**src/rtl/swarm_enemy_controller.sv**
```systemverilog
// swarm_enemy_controller
// Manages ENEMY_COUNT enemies that bounce between X_MIN and X_MAX, descend
// DROP pixels at every wall reversal, take HIT_POINTS hits (with an
// invulnerable flash window between hits) and optionally respawn after
// RESPAWN_TICKS move ticks. Bullet/enemy collisions are arbitrated so that a
// bullet hits at most one enemy and an enemy takes at most one hit per cycle.
module swarm_enemy_controller #(
   parameter int ENEMY_COUNT   = 4,
   parameter int BULLET_COUNT  = 8,
   parameter int MOVE_PERIOD   = 500000,
   parameter int STEP          = 2,
   parameter int DROP          = 8,
   parameter int X_MIN         = 10,
   parameter int X_MAX         = 598,
   parameter int Y_MAX         = 400,
   parameter int START_X       = 60,
   parameter int START_DX      = 120,
   parameter int START_Y       = 100,
   parameter int ENEMY_SIZE    = 32,
   parameter int BULLET_SIZE   = 8,
   parameter int HIT_POINTS    = 1,
   parameter int FLASH_TICKS   = 4,
   parameter int RESPAWN_TICKS = 0
) (
   input  logic                      clk25,
   input  logic                      reset_n,
   input  logic                      enable,
   input  logic [10*BULLET_COUNT-1:0] bullet_x_flat,
   input  logic [10*BULLET_COUNT-1:0] bullet_y_flat,
   input  logic [BULLET_COUNT-1:0]   bullet_active_flat,
   output logic [10*ENEMY_COUNT-1:0] enemy_x_flat,
   output logic [10*ENEMY_COUNT-1:0] enemy_y_flat,
   output logic [ENEMY_COUNT-1:0]    enemy_alive,
   output logic [ENEMY_COUNT-1:0]    enemy_flash,
   output logic [BULLET_COUNT-1:0]   bullet_hit,
   output logic                      kill_pulse,
   output logic [15:0]               kill_count,
   output logic                      wave_clear,
   output logic                      invaded
);

   localparam logic [1:0] ST_ALIVE = 2'd0;
   localparam logic [1:0] ST_FLASH = 2'd1;
   localparam logic [1:0] ST_DEAD  = 2'd2;

   localparam int CW = (MOVE_PERIOD > 1) ? $clog2(MOVE_PERIOD) : 1;
   localparam logic [CW-1:0] TICK_LAST = CW'(MOVE_PERIOD - 1);

   // Spawn x of enemy idx; the same value is used at reset and on respawn.
   function automatic logic [9:0] spawn_x(input int idx);
      int v;
      v = START_X + idx * START_DX;
      return v[9:0];
   endfunction

   // Tick counter
   logic [CW-1:0] r_tick_cnt;
   logic          w_tick;

   // Per-enemy registered state
   logic [1:0]             r_state [ENEMY_COUNT];
   logic [9:0]             r_x     [ENEMY_COUNT];
   logic [9:0]             r_y     [ENEMY_COUNT];
   logic [ENEMY_COUNT-1:0] r_dir_right;
   logic [3:0]             r_hp    [ENEMY_COUNT];
   logic [15:0]            r_tmr   [ENEMY_COUNT];

   // Next-state values
   logic [1:0]             w_state_nx [ENEMY_COUNT];
   logic [9:0]             w_x_nx     [ENEMY_COUNT];
   logic [9:0]             w_y_nx     [ENEMY_COUNT];
   logic [ENEMY_COUNT-1:0] w_dir_nx;
   logic [3:0]             w_hp_nx    [ENEMY_COUNT];
   logic [15:0]            w_tmr_nx   [ENEMY_COUNT];

   // Collision / arbitration results
   logic [ENEMY_COUNT-1:0]  w_target [BULLET_COUNT];
   logic [ENEMY_COUNT-1:0]  w_hit_enemy;
   logic [BULLET_COUNT-1:0] w_hit_bullet;

   // Aggregate next-state flags
   logic [ENEMY_COUNT-1:0] w_kill;
   logic [15:0]            w_kill_num;
   logic [16:0]            w_kc_sum;
   logic [15:0]            w_kc_nx;
   logic [ENEMY_COUNT-1:0] w_alive_nx;
   logic [ENEMY_COUNT-1:0] w_flash_nx;
   logic                   w_wave_nx;
   logic                   w_inv_nx;

   assign w_tick = enable && (r_tick_cnt == TICK_LAST);

   // Move-tick counter: runs 0..MOVE_PERIOD-1 while enabled, holds otherwise.
   always_ff @(posedge clk25 or negedge reset_n) begin
      if (!reset_n) begin
         r_tick_cnt <= '0;
      end else if (enable) begin
         if (w_tick) begin
            r_tick_cnt <= '0;
         end else begin
            r_tick_cnt <= r_tick_cnt + CW'(1);
         end
      end
   end

   // Collision detection then two-level arbitration: bullet picks lowest enemy,
   // enemy accepts lowest bullet among those targeting it.
   always_comb begin
      logic [10:0] w_bx, w_by, w_ex, w_ey;
      logic        w_found;
      logic        w_taken;
      w_hit_enemy  = '0;
      w_hit_bullet = '0;
      w_bx = 11'd0;
      w_by = 11'd0;
      w_ex = 11'd0;
      w_ey = 11'd0;
      for (int j = 0; j < BULLET_COUNT; j++) begin
         w_target[j] = '0;
         w_found     = 1'b0;
         for (int i = 0; i < ENEMY_COUNT; i++) begin
            w_bx = {1'b0, bullet_x_flat[j*10 +: 10]};
            w_by = {1'b0, bullet_y_flat[j*10 +: 10]};
            w_ex = {1'b0, r_x[i]};
            w_ey = {1'b0, r_y[i]};
            if (!w_found && enable && bullet_active_flat[j] && (r_state[i] == ST_ALIVE)
                && (w_bx <= w_ex + 11'(ENEMY_SIZE - 1)) && (w_bx + 11'(BULLET_SIZE - 1) >= w_ex)
                && (w_by <= w_ey + 11'(ENEMY_SIZE - 1)) && (w_by + 11'(BULLET_SIZE - 1) >= w_ey)) begin
               w_target[j][i] = 1'b1;
               w_found        = 1'b1;
            end else begin
               w_target[j][i] = 1'b0;
            end
         end
      end
      for (int i = 0; i < ENEMY_COUNT; i++) begin
         w_taken = 1'b0;
         for (int j = 0; j < BULLET_COUNT; j++) begin
            if (!w_taken && w_target[j][i]) begin
               w_hit_enemy[i]  = 1'b1;
               w_hit_bullet[j] = 1'b1;
               w_taken         = 1'b1;
            end else begin
               w_taken = w_taken;
            end
         end
      end
   end

   // Per-enemy next state: hits take priority over movement on the same cycle.
   always_comb begin
      logic [10:0] w_xs;
      logic [10:0] w_ys;
      logic [9:0]  w_y_drop;
      w_kill     = '0;
      w_kill_num = 16'd0;
      w_dir_nx   = r_dir_right;
      w_xs       = 11'd0;
      w_ys       = 11'd0;
      w_y_drop   = 10'd0;
      for (int i = 0; i < ENEMY_COUNT; i++) begin
         w_state_nx[i] = r_state[i];
         w_x_nx[i]     = r_x[i];
         w_y_nx[i]     = r_y[i];
         w_hp_nx[i]    = r_hp[i];
         w_tmr_nx[i]   = r_tmr[i];
         w_xs     = {1'b0, r_x[i]} + 11'(STEP);
         w_ys     = {1'b0, r_y[i]} + 11'(DROP);
         w_y_drop = (w_ys > 11'd1023) ? 10'd1023 : w_ys[9:0];
         case (r_state[i])
            ST_ALIVE: begin
               if (w_hit_enemy[i]) begin
                  w_tmr_nx[i] = 16'd0;
                  if (r_hp[i] > 4'd1) begin
                     w_hp_nx[i]    = r_hp[i] - 4'd1;
                     w_state_nx[i] = ST_FLASH;
                  end else begin
                     w_state_nx[i] = ST_DEAD;
                     w_kill[i]     = 1'b1;
                  end
               end else if (w_tick) begin
                  if (r_dir_right[i]) begin
                     if (w_xs > 11'(X_MAX)) begin
                        w_x_nx[i]   = 10'(X_MAX);
                        w_dir_nx[i] = 1'b0;
                        w_y_nx[i]   = w_y_drop;
                     end else begin
                        w_x_nx[i] = w_xs[9:0];
                     end
                  end else begin
                     // x - STEP < X_MIN, rearranged so nothing underflows
                     if ({1'b0, r_x[i]} < 11'(X_MIN) + 11'(STEP)) begin
                        w_x_nx[i]   = 10'(X_MIN);
                        w_dir_nx[i] = 1'b1;
                        w_y_nx[i]   = w_y_drop;
                     end else begin
                        w_x_nx[i] = r_x[i] - 10'(STEP);
                     end
                  end
               end else begin
                  w_state_nx[i] = ST_ALIVE;
               end
            end
            ST_FLASH: begin
               if (w_tick) begin
                  if (r_tmr[i] + 16'd1 >= 16'(FLASH_TICKS)) begin
                     w_state_nx[i] = ST_ALIVE;
                     w_tmr_nx[i]   = 16'd0;
                  end else begin
                     w_tmr_nx[i] = r_tmr[i] + 16'd1;
                  end
               end else begin
                  w_state_nx[i] = ST_FLASH;
               end
            end
            ST_DEAD: begin
               if ((RESPAWN_TICKS != 0) && w_tick) begin
                  if (r_tmr[i] + 16'd1 >= 16'(RESPAWN_TICKS)) begin
                     w_state_nx[i] = ST_ALIVE;
                     w_x_nx[i]     = spawn_x(i);
                     w_y_nx[i]     = 10'(START_Y);
                     w_dir_nx[i]   = 1'b1;
                     w_hp_nx[i]    = 4'(HIT_POINTS);
                     w_tmr_nx[i]   = 16'd0;
                  end else begin
                     w_tmr_nx[i] = r_tmr[i] + 16'd1;
                  end
               end else begin
                  w_state_nx[i] = ST_DEAD;
               end
            end
            default: begin
               // Corrupted encoding: park the enemy safely out of play.
               w_state_nx[i] = ST_DEAD;
               w_tmr_nx[i]   = 16'd0;
            end
         endcase
         if (w_kill[i]) begin
            w_kill_num = w_kill_num + 16'd1;
         end else begin
            w_kill_num = w_kill_num;
         end
      end
   end

   // Aggregate flags derived from next state so they line up with the state registers.
   always_comb begin
      w_wave_nx = 1'b1;
      w_inv_nx  = 1'b0;
      for (int i = 0; i < ENEMY_COUNT; i++) begin
         w_alive_nx[i] = (w_state_nx[i] != ST_DEAD);
         w_flash_nx[i] = (w_state_nx[i] == ST_FLASH);
         if (w_alive_nx[i]) begin
            w_wave_nx = 1'b0;
            w_inv_nx  = w_inv_nx | (w_y_nx[i] >= 10'(Y_MAX));
         end else begin
            w_inv_nx  = w_inv_nx;
         end
      end
      w_kc_sum = {1'b0, kill_count} + {1'b0, w_kill_num};
      w_kc_nx  = w_kc_sum[16] ? 16'hFFFF : w_kc_sum[15:0];
   end

   // Per-enemy state registers.
   always_ff @(posedge clk25 or negedge reset_n) begin
      if (!reset_n) begin
         r_dir_right <= '1;
         for (int i = 0; i < ENEMY_COUNT; i++) begin
            r_state[i] <= ST_ALIVE;
            r_x[i]     <= spawn_x(i);
            r_y[i]     <= 10'(START_Y);
            r_hp[i]    <= 4'(HIT_POINTS);
            r_tmr[i]   <= 16'd0;
         end
      end else begin
         r_dir_right <= w_dir_nx;
         for (int i = 0; i < ENEMY_COUNT; i++) begin
            r_state[i] <= w_state_nx[i];
            r_x[i]     <= w_x_nx[i];
            r_y[i]     <= w_y_nx[i];
            r_hp[i]    <= w_hp_nx[i];
            r_tmr[i]   <= w_tmr_nx[i];
         end
      end
   end

   // Registered status outputs and hit/kill pulses.
   always_ff @(posedge clk25 or negedge reset_n) begin
      if (!reset_n) begin
         bullet_hit  <= '0;
         kill_pulse  <= 1'b0;
         kill_count  <= 16'd0;
         wave_clear  <= 1'b0;
         invaded     <= 1'b0;
         enemy_alive <= '1;
         enemy_flash <= '0;
      end else begin
         bullet_hit  <= w_hit_bullet;
         kill_pulse  <= |w_kill;
         kill_count  <= w_kc_nx;
         wave_clear  <= w_wave_nx;
         invaded     <= w_inv_nx;
         enemy_alive <= w_alive_nx;
         enemy_flash <= w_flash_nx;
      end
   end

   for (genvar g = 0; g < ENEMY_COUNT; g++) begin : g_flat
      assign enemy_x_flat[g*10 +: 10] = r_x[g];
      assign enemy_y_flat[g*10 +: 10] = r_y[g];
   end

endmodule

```
**config.mk**
```make
export PLATFORM = sky130hd
export DESIGN_NAME = swarm_enemy_controller
export DESIGN_NICKNAME = d
export VERILOG_FILES = /design/src/rtl/swarm_enemy_controller.sv
export SDC_FILE = /design/constraint.sdc
export NUM_CORES = 2
export LEC_CHECK = 0
export ABC_AREA = 1
export CAP_MARGIN = 5
export CELL_PAD_IN_SITES_DETAIL_PLACEMENT = 1
export CELL_PAD_IN_SITES_GLOBAL_PLACEMENT = 1
export CORE_MARGIN = 10
export CORE_UTILIZATION = 40
export CTS_BUF_LIST = sky130_fd_sc_hd__clkbuf_4 sky130_fd_sc_hd__clkbuf_8
export DETAILED_ROUTE_END_ITERATION = 7
export GPL_ROUTABILITY_DRIVEN = 0
export GPL_TIMING_DRIVEN = 0
export PLACE_DENSITY_LB_ADDON = 0.1
export SYNTH_ARGS = -nofsm -noshare
export SYNTH_HDL_FRONTEND = slang
export SYNTH_SLANG_ARGS = --single-unit
```
**constraint.sdc**
```tcl
create_clock -name clk25 -period 18.2 [get_ports clk25]
set_input_delay 1.82 -clock clk25 [delete_from_list [all_inputs] [get_ports clk25]]
set_output_delay 1.82 -clock clk25 [all_outputs]
set_load 0.02 [all_outputs]
```
### Word level (Yosys, flattened, before mapping)

Index checks and enable logic that the tools add are counted.
Widths: inputs -> output; s select.

| operators by class | value |
|---|---|
| add/subtract/negate cells | 49 |
| equality and inequality tests | 25 |
| mux-type cells | 229 |
| magnitude comparators | 152 |
| bitwise logic cells | 11 |
| reduce and logical (&&, ||, !) cells | 314 |

Operators by type and width:

| operator | count |
|---|---|
| $ge 11x10->1 | 64 |
| $le 10x11->1 | 64 |
| $mux 10 | 40 |
| $mux 16 | 16 |
| $logic_and 1x1->1 | 245 |
| $pmux 16 s3 | 4 |
| $add 10x3->11 const B | 16 |
| $mux 1 | 144 |
| $add 16x1->16 const B | 7 |
| $add 10x5->11 const B | 8 |
| $gt 11x10->1 const B | 8 |
| $ge 16x3->1 const B | 4 |
| $logic_not 1->1 | 52 |
| $add 10x2->11 const B | 4 |
| $add 10x4->11 const B | 4 |
| $ge 10x9->1 const B | 4 |
| $lt 10x4->1 const B | 4 |
| $mux 2 | 20 |
| $sub 10x2->10 const B | 4 |
| $reduce_and 3->1 | 12 |
| $ne 2x2->1 const B | 12 |
| $add 19x1->19 const B | 1 |
| $eq 19x19->1 const B | 1 |
| $mux 19 | 1 |
| 10 further kinds | 41 |

| word-level totals | value |
|---|---|
| input bits | 171 |
| bits in registers | 226 |
| logic and storage cells | 812 |
| output and inout bits | 115 |

### Depth between registers and ports, before layout

| logic depth | value |
|---|---|
| depth in word-level cells | 61 |
| gate-level depth with buffers | 48 |
| depth with buffers taken out | 48 |

### Worst setup path before layout

No wires, ideal clock.

| path | value |
|---|---|
| kind | input port to flip-flop |
| from | in bullet_y_flat[0] |
| to | reg kill_count[14] |
| setup time | 83 ps |
| data arrival time | 7095 ps |
| stages on the path | 43 |
| path buffers | 0 |
| setup slack | 11022 ps |
| required time | 18117 ps |
| path through | inv_1 > ha_1 > a21oi_1 > inv_1 > nor3_1 > xor2_1 > ha_1 > a21o_1 > nand4_1 > nand2_1 > nor2_1 > nand3_1 > nand2_1 > nor2_4 > nand2_2 > nand3_1 > nand2_1 > inv_1 > [7 not listed] > or2_0 > nand2_1 > inv_1 > ha_1 > inv_1 > o21ai_1 > inv_1 > fa_1 > nor2_1 > a211oi_1 > nor2_1 > nand2_1 > inv_1 > nand2_1 > inv_1 > nand2_1 > a21boi_0 > o21ai_0 |

| on the way | value |
|---|---|
| cells in the longest elaborated chain, start to end | 58 |
| elaborated cells on any way between the ends | 146 |
| those cells by class | add/sub (5); order compare (8); mux (51); reduce/logical (82) |

RTL lines:

| item | line | RTL |
|---|---|---|
| from (decl) | 29 | `input logic [10*BULLET_COUNT-1:0] bullet_y_flat,` |
| parallel branches: the longest is 55 deep, another holds $add 10x3->11 | -- |  |
| $mux 16 * | 238 | `if (w_kill[i]) begin` |
| $add 16x16->17 * | 260 | `w_kc_sum = {1'b0, kill_count} + {1'b0, w_kill_num};` |
| $mux 16 * | 261 | `w_kc_nx = w_kc_sum[16] ? 16'hFFFF : w_kc_sum[15:0];` |
| via w_kc_nx[14] | 85 | `logic [15:0] w_kc_nx;` |
| to (signal assigned) | 300 | `kill_count <= w_kc_nx;` |
| to (decl) | 37 | `output logic [15:0] kill_count,` |

Mark *: on every way through the listed nets, which the timed path passes.
A chain may end at the register's enable or synchronous reset.

### Worst setup path in the final report

| path | value |
|---|---|
| from | reg r_y (netlist bit enemy_y_flat[0]) |
| to | reg kill_count[14] |

| on the way | value |
|---|---|
| cells in the longest elaborated chain, start to end | 59 |
| elaborated cells on any way between the ends | 378 |
| those cells by class | add/sub (5); order compare (16); mux (93); reduce/logical (264) |

RTL lines:

| item | line | RTL |
|---|---|---|
| from (decl) | 63 | `logic [9:0] r_y [ENEMY_COUNT];` |
| from (signal, indexed assignment) | 271 | `r_y[i] <= 10'(START_Y);` |
| from (signal, indexed assignment) | 280 | `r_y[i] <= w_y_nx[i];` |
| parallel branches: the longest is 56 deep, another holds $add 10x5->11 | -- |  |
| $mux 16 * | 238 |  |
| $add 16x16->17 * | 260 |  |
| $mux 16 * | 261 |  |
| via w_kc_nx[14] | 85 |  |

Marked as above.

==> impl_metrics.py <==
metrics = {
    "sta": {
        "finalHoldViolCount": 0,
        "drv_slew": 0,
        "finalSetupViolations": 0,
        "period_share": 0.555,
        "maxSlewHeadroom": 0.0650,
        "hold_slack_ns": 0.472,
        "finalCriticalPeriod_ns": 10.11,
        "worst_slew_pin_slew_ns": 1.40,
        "skew_ns": 0.101,
        "max_clock_freq_mhz": 98.9,
        "rsz0062_at_grt": "false",
        "setup_slack_ns": 8.09,
        "setup_tns_ns": 0,
    },
    "hold_path": {
        "min-delay-start": "r_hp[7]$_DFFE_PN0P_",
        "worstHoldPathType": "flop to flop",
    },
    "cts": {
        "cts_resized": 0,
        "clock_path_buffers": 3,
        "cts_setup_buffers": 0,
        "cts_buffers": 47,
        "clock_latency_ns": 0.77,
        "clock_sinks": 222,
        "cts-hold-fix-buffers": 0,
        "cts_tree": "yes",
        "cts_root_buf": "clkbuf_8",
        "htreeDepth": 2,
        "clkTransAtPathRegs_ns": 0.06,
    },
    "worst_setup_path": {
        "crit_fanout": 13,
        "crit_path_max_incr_delay_ns": 1.22,
        "start_kind": "flop",
        "cp_slowest_cell": "dfrtp_1",
        "cp_common_cell": "nand2_1",
        "startpoint": "enemy_y_flat[0]$_DFF_PN0_",
        "path_class": "flop to flop",
        "critPathCaptureType": "flop",
        "reg2reg_from": "enemy_y_flat[0]$_DFF_PN0_",
        "crit_arrival_ns": 10.66,
        "required_ns": 18.75,
    },
    "logic_synthesis": {
        "synth.mux.area_fraction": 0,
        "syn_area_per_cell_sq_um": 7.00,
        "yosys.area.top_type": "ha_1",
        "synth_top_area_share": 0.341,
        "synth-adder-area-share": 0.342,
        "synth.distinct_cells": 73,
        "yosys.area_share.simple": 0.280,
        "yosys_most_used_dff": "dfrtp_1",
        "synth_area_sq_um": 46600,
        "synth_edf_count": 0,
        "synth_seq_cells": 222,
        "synth.area.top_cells": "ha_1 (34%), nand2_1 (11%), dfrtp_1 (9.8%), inv_1 (6.3%), a21oi_1 (5.4%)",
        "ys_warn_count": 0,
        "synth_compound_area_frac": 0.132,
        "syn_inst": 6659,
        "synth_top_family_by_area": "adder cells",
        "synth-seq-area-share": 0.120,
        "synth_xor_area_frac": 0.0533,
        "synthArstFlopShare": 1.00,
    },
    "layout": {
        "mostFrequentLayoutCell": "nand2_1",
        "n_fill_cell": 15000,
        "final-instance-count-excl-fill": 8601,
        "final_nets": 8479,
        "most-common-layout-cells": "nand2_1 (1337), ha_1 (1273), inv_1 (778)",
        "drive_above_1_share": 0.0513,
        "area_growth_pct": 14.5,
    },
    "routing": {
        "post_drt_wl_per_cell_um": 25.6,
        "avgViaCountPerCell": 5.91,
        "drc": 0,
        "drtPass1Iterations": 6,
        "drt_wl_total_um": 220000,
        "drt_iter0_drc": 3486,
        "antenna_left": 0,
        "vias": 50800,
    },
    "global_route": {
        "grt_use_total": 0.324,
        "grt_pass1_vias": 51200,
        "grt_max_degree": 105,
        "grt_antenna_before_repair": 8,
        "grt_pass1_wl_um": 323000,
        "grt_remaining_overflow": 0,
    },
    "place": {
        "place_ws_ns": 8.33,
        "dp_hpwl_um": 175000,
        "port_buffers": 280,
        "dp_cells": 8508,
    },
    "floorplan": {
        "die_width_um": 361,
        "dieArea_sq_um": 131000,
        "rows": 125,
        "die_y_um": 361,
        "start_util": 0.402,
        "ios": 286,
        "core_area_sq_um": 116000,
    },
    "pwr": {
        "power_per_cell_area_nw_per_um2": 42.0,
        "max-vdd-ir-drop_mv": 0.0460,
        "p_leak_nw": 27.6,
        "design_power_total_mw": 2.24,
    },
    "flow_run": {
        "cap_violations": 0,
    },
    "outcome": {
        "outcome": "finished, final reports clean",
    },
}
## cells by family after synthesis
| kind of cell | count (synthesis) |
|---|---|
| buf+inv | 866 |
| fa+ha+maj | 1274 |
| flops | 222 |
| compound gates | 1088 |
| simple gates | 2924 |
| other cells | 1 |
| xor+xnor | 284 |
## stage by stage
step,area [sq um],util
2_1_floorplan,46700,-
3_3_place_gp,51400,0.443
3_5_place_dp,52300,0.451
4_1_cts,53400,0.460
5_1_grt,53400,0.460
6_report,53400,0.460
## per-layer routing
layer | wire length, um | track usage | up-vias
li1 | - | - | 23700
met3 | 15400 | 0.0483 | 530
met5 | 53 | 0 | -
met4 | 14300 | 0.179 | 6
met2 | 96500 | 0.525 | 1806
met1 | 93900 | 0.411 | 24800
## where the power goes
group	switching, mW	leakage (nW)	internal (mW)
logic	0.606	24.5	0.346
registers	0.0603	2.61	0.571
clock network	0.289	0.574	0.370
## area by class of cell
class / count / area [sq um] / area share
clock inverter: 13 / 188 / 0.00351
timing repair buffer: 322 / 3450 / 0.0647
inverter: 811 / 3050 / 0.0571
tap: 1524 / 1910 / 0.0357
multi-input combinational: 5575 / 38000 / 0.711
clock buffer: 72 / 891 / 0.0167
buffer: 55 / 318 / 0.00595
sequential: 222 / 5610 / 0.105
antenna: 7 / 17.5 / 0.000328
## path summary, 6_finish.rpt
kind / to / slack (ns) / cells after the start
max: kill_count[14]$_DFF_PN0_ / 8.09 / 44
min: r_hp[7]$_DFFE_PN0P_ / 0.47 / 1
max reg2reg: kill_count[14]$_DFF_PN0_ / 8.09 / 44
min reg2reg: r_hp[7]$_DFFE_PN0P_ / 0.47 / 1
max in group asynchronous: r_tmr[28]$_DFFE_PN0P_ / 15.89 / 3
min in group asynchronous: r_tmr[38]$_DFFE_PN0P_ / 0.92 / 1
## Yosys cell counts (6+ instances only)
master and number:
o2111ai_1 7, clkbuf_1 15, nand3_1 331, a21o_1 16, dfrtp_1 182, nor3_1 122, buf_6 6, inv_2 20
o21ai_1 8, and3_1 7, or2_2 18, a211oi_1 42, dfstp_2 40, nor2_4 6, buf_2 22, o211ai_1 42
buf_4 10, nand2_2 17, inv_1 778, o21ai_0 298, o31ai_1 18, xor2_1 237, nand2_1 1337, o41ai_1 11
nand3_2 20, nand3b_1 62, nor3b_1 10, o221ai_1 8, nor4_1 22, a21oi_1 505, o22ai_1 12, clkinv_1 8
a31oi_1 11, a221oi_1 6, o21bai_1 11, nand4_1 283, nor2_2 11, a21boi_0 19, ha_1 1273, o21a_1 55
nor2_1 654, xnor2_1 47
## flip-flops by register name (all words and copies together) (netlist names)
name          count
r_hp             16
enemy_flash       4
wave_clear        1
r_dir_right       4
kill_pulse        1
kill_count       16
r_tmr            64
bullet_hit        8
enemy_x_flat     36
r_tick_cnt       19
enemy_alive       4
enemy_y_flat     40
invaded           1
r_state           8
## critical path: cells and delay by family, from the launching register on
family,cells,cell delay [ns]
DFF,1,1.22
AOI/OAI and AO/OA,5,1.24
xor gates and xnor gates,1,0.40
adders and majority gates,5,1.88
buffers and inverters,8,1.44
and+or+nand+nor,25,3.75
(Power assumes the default switching activity.)
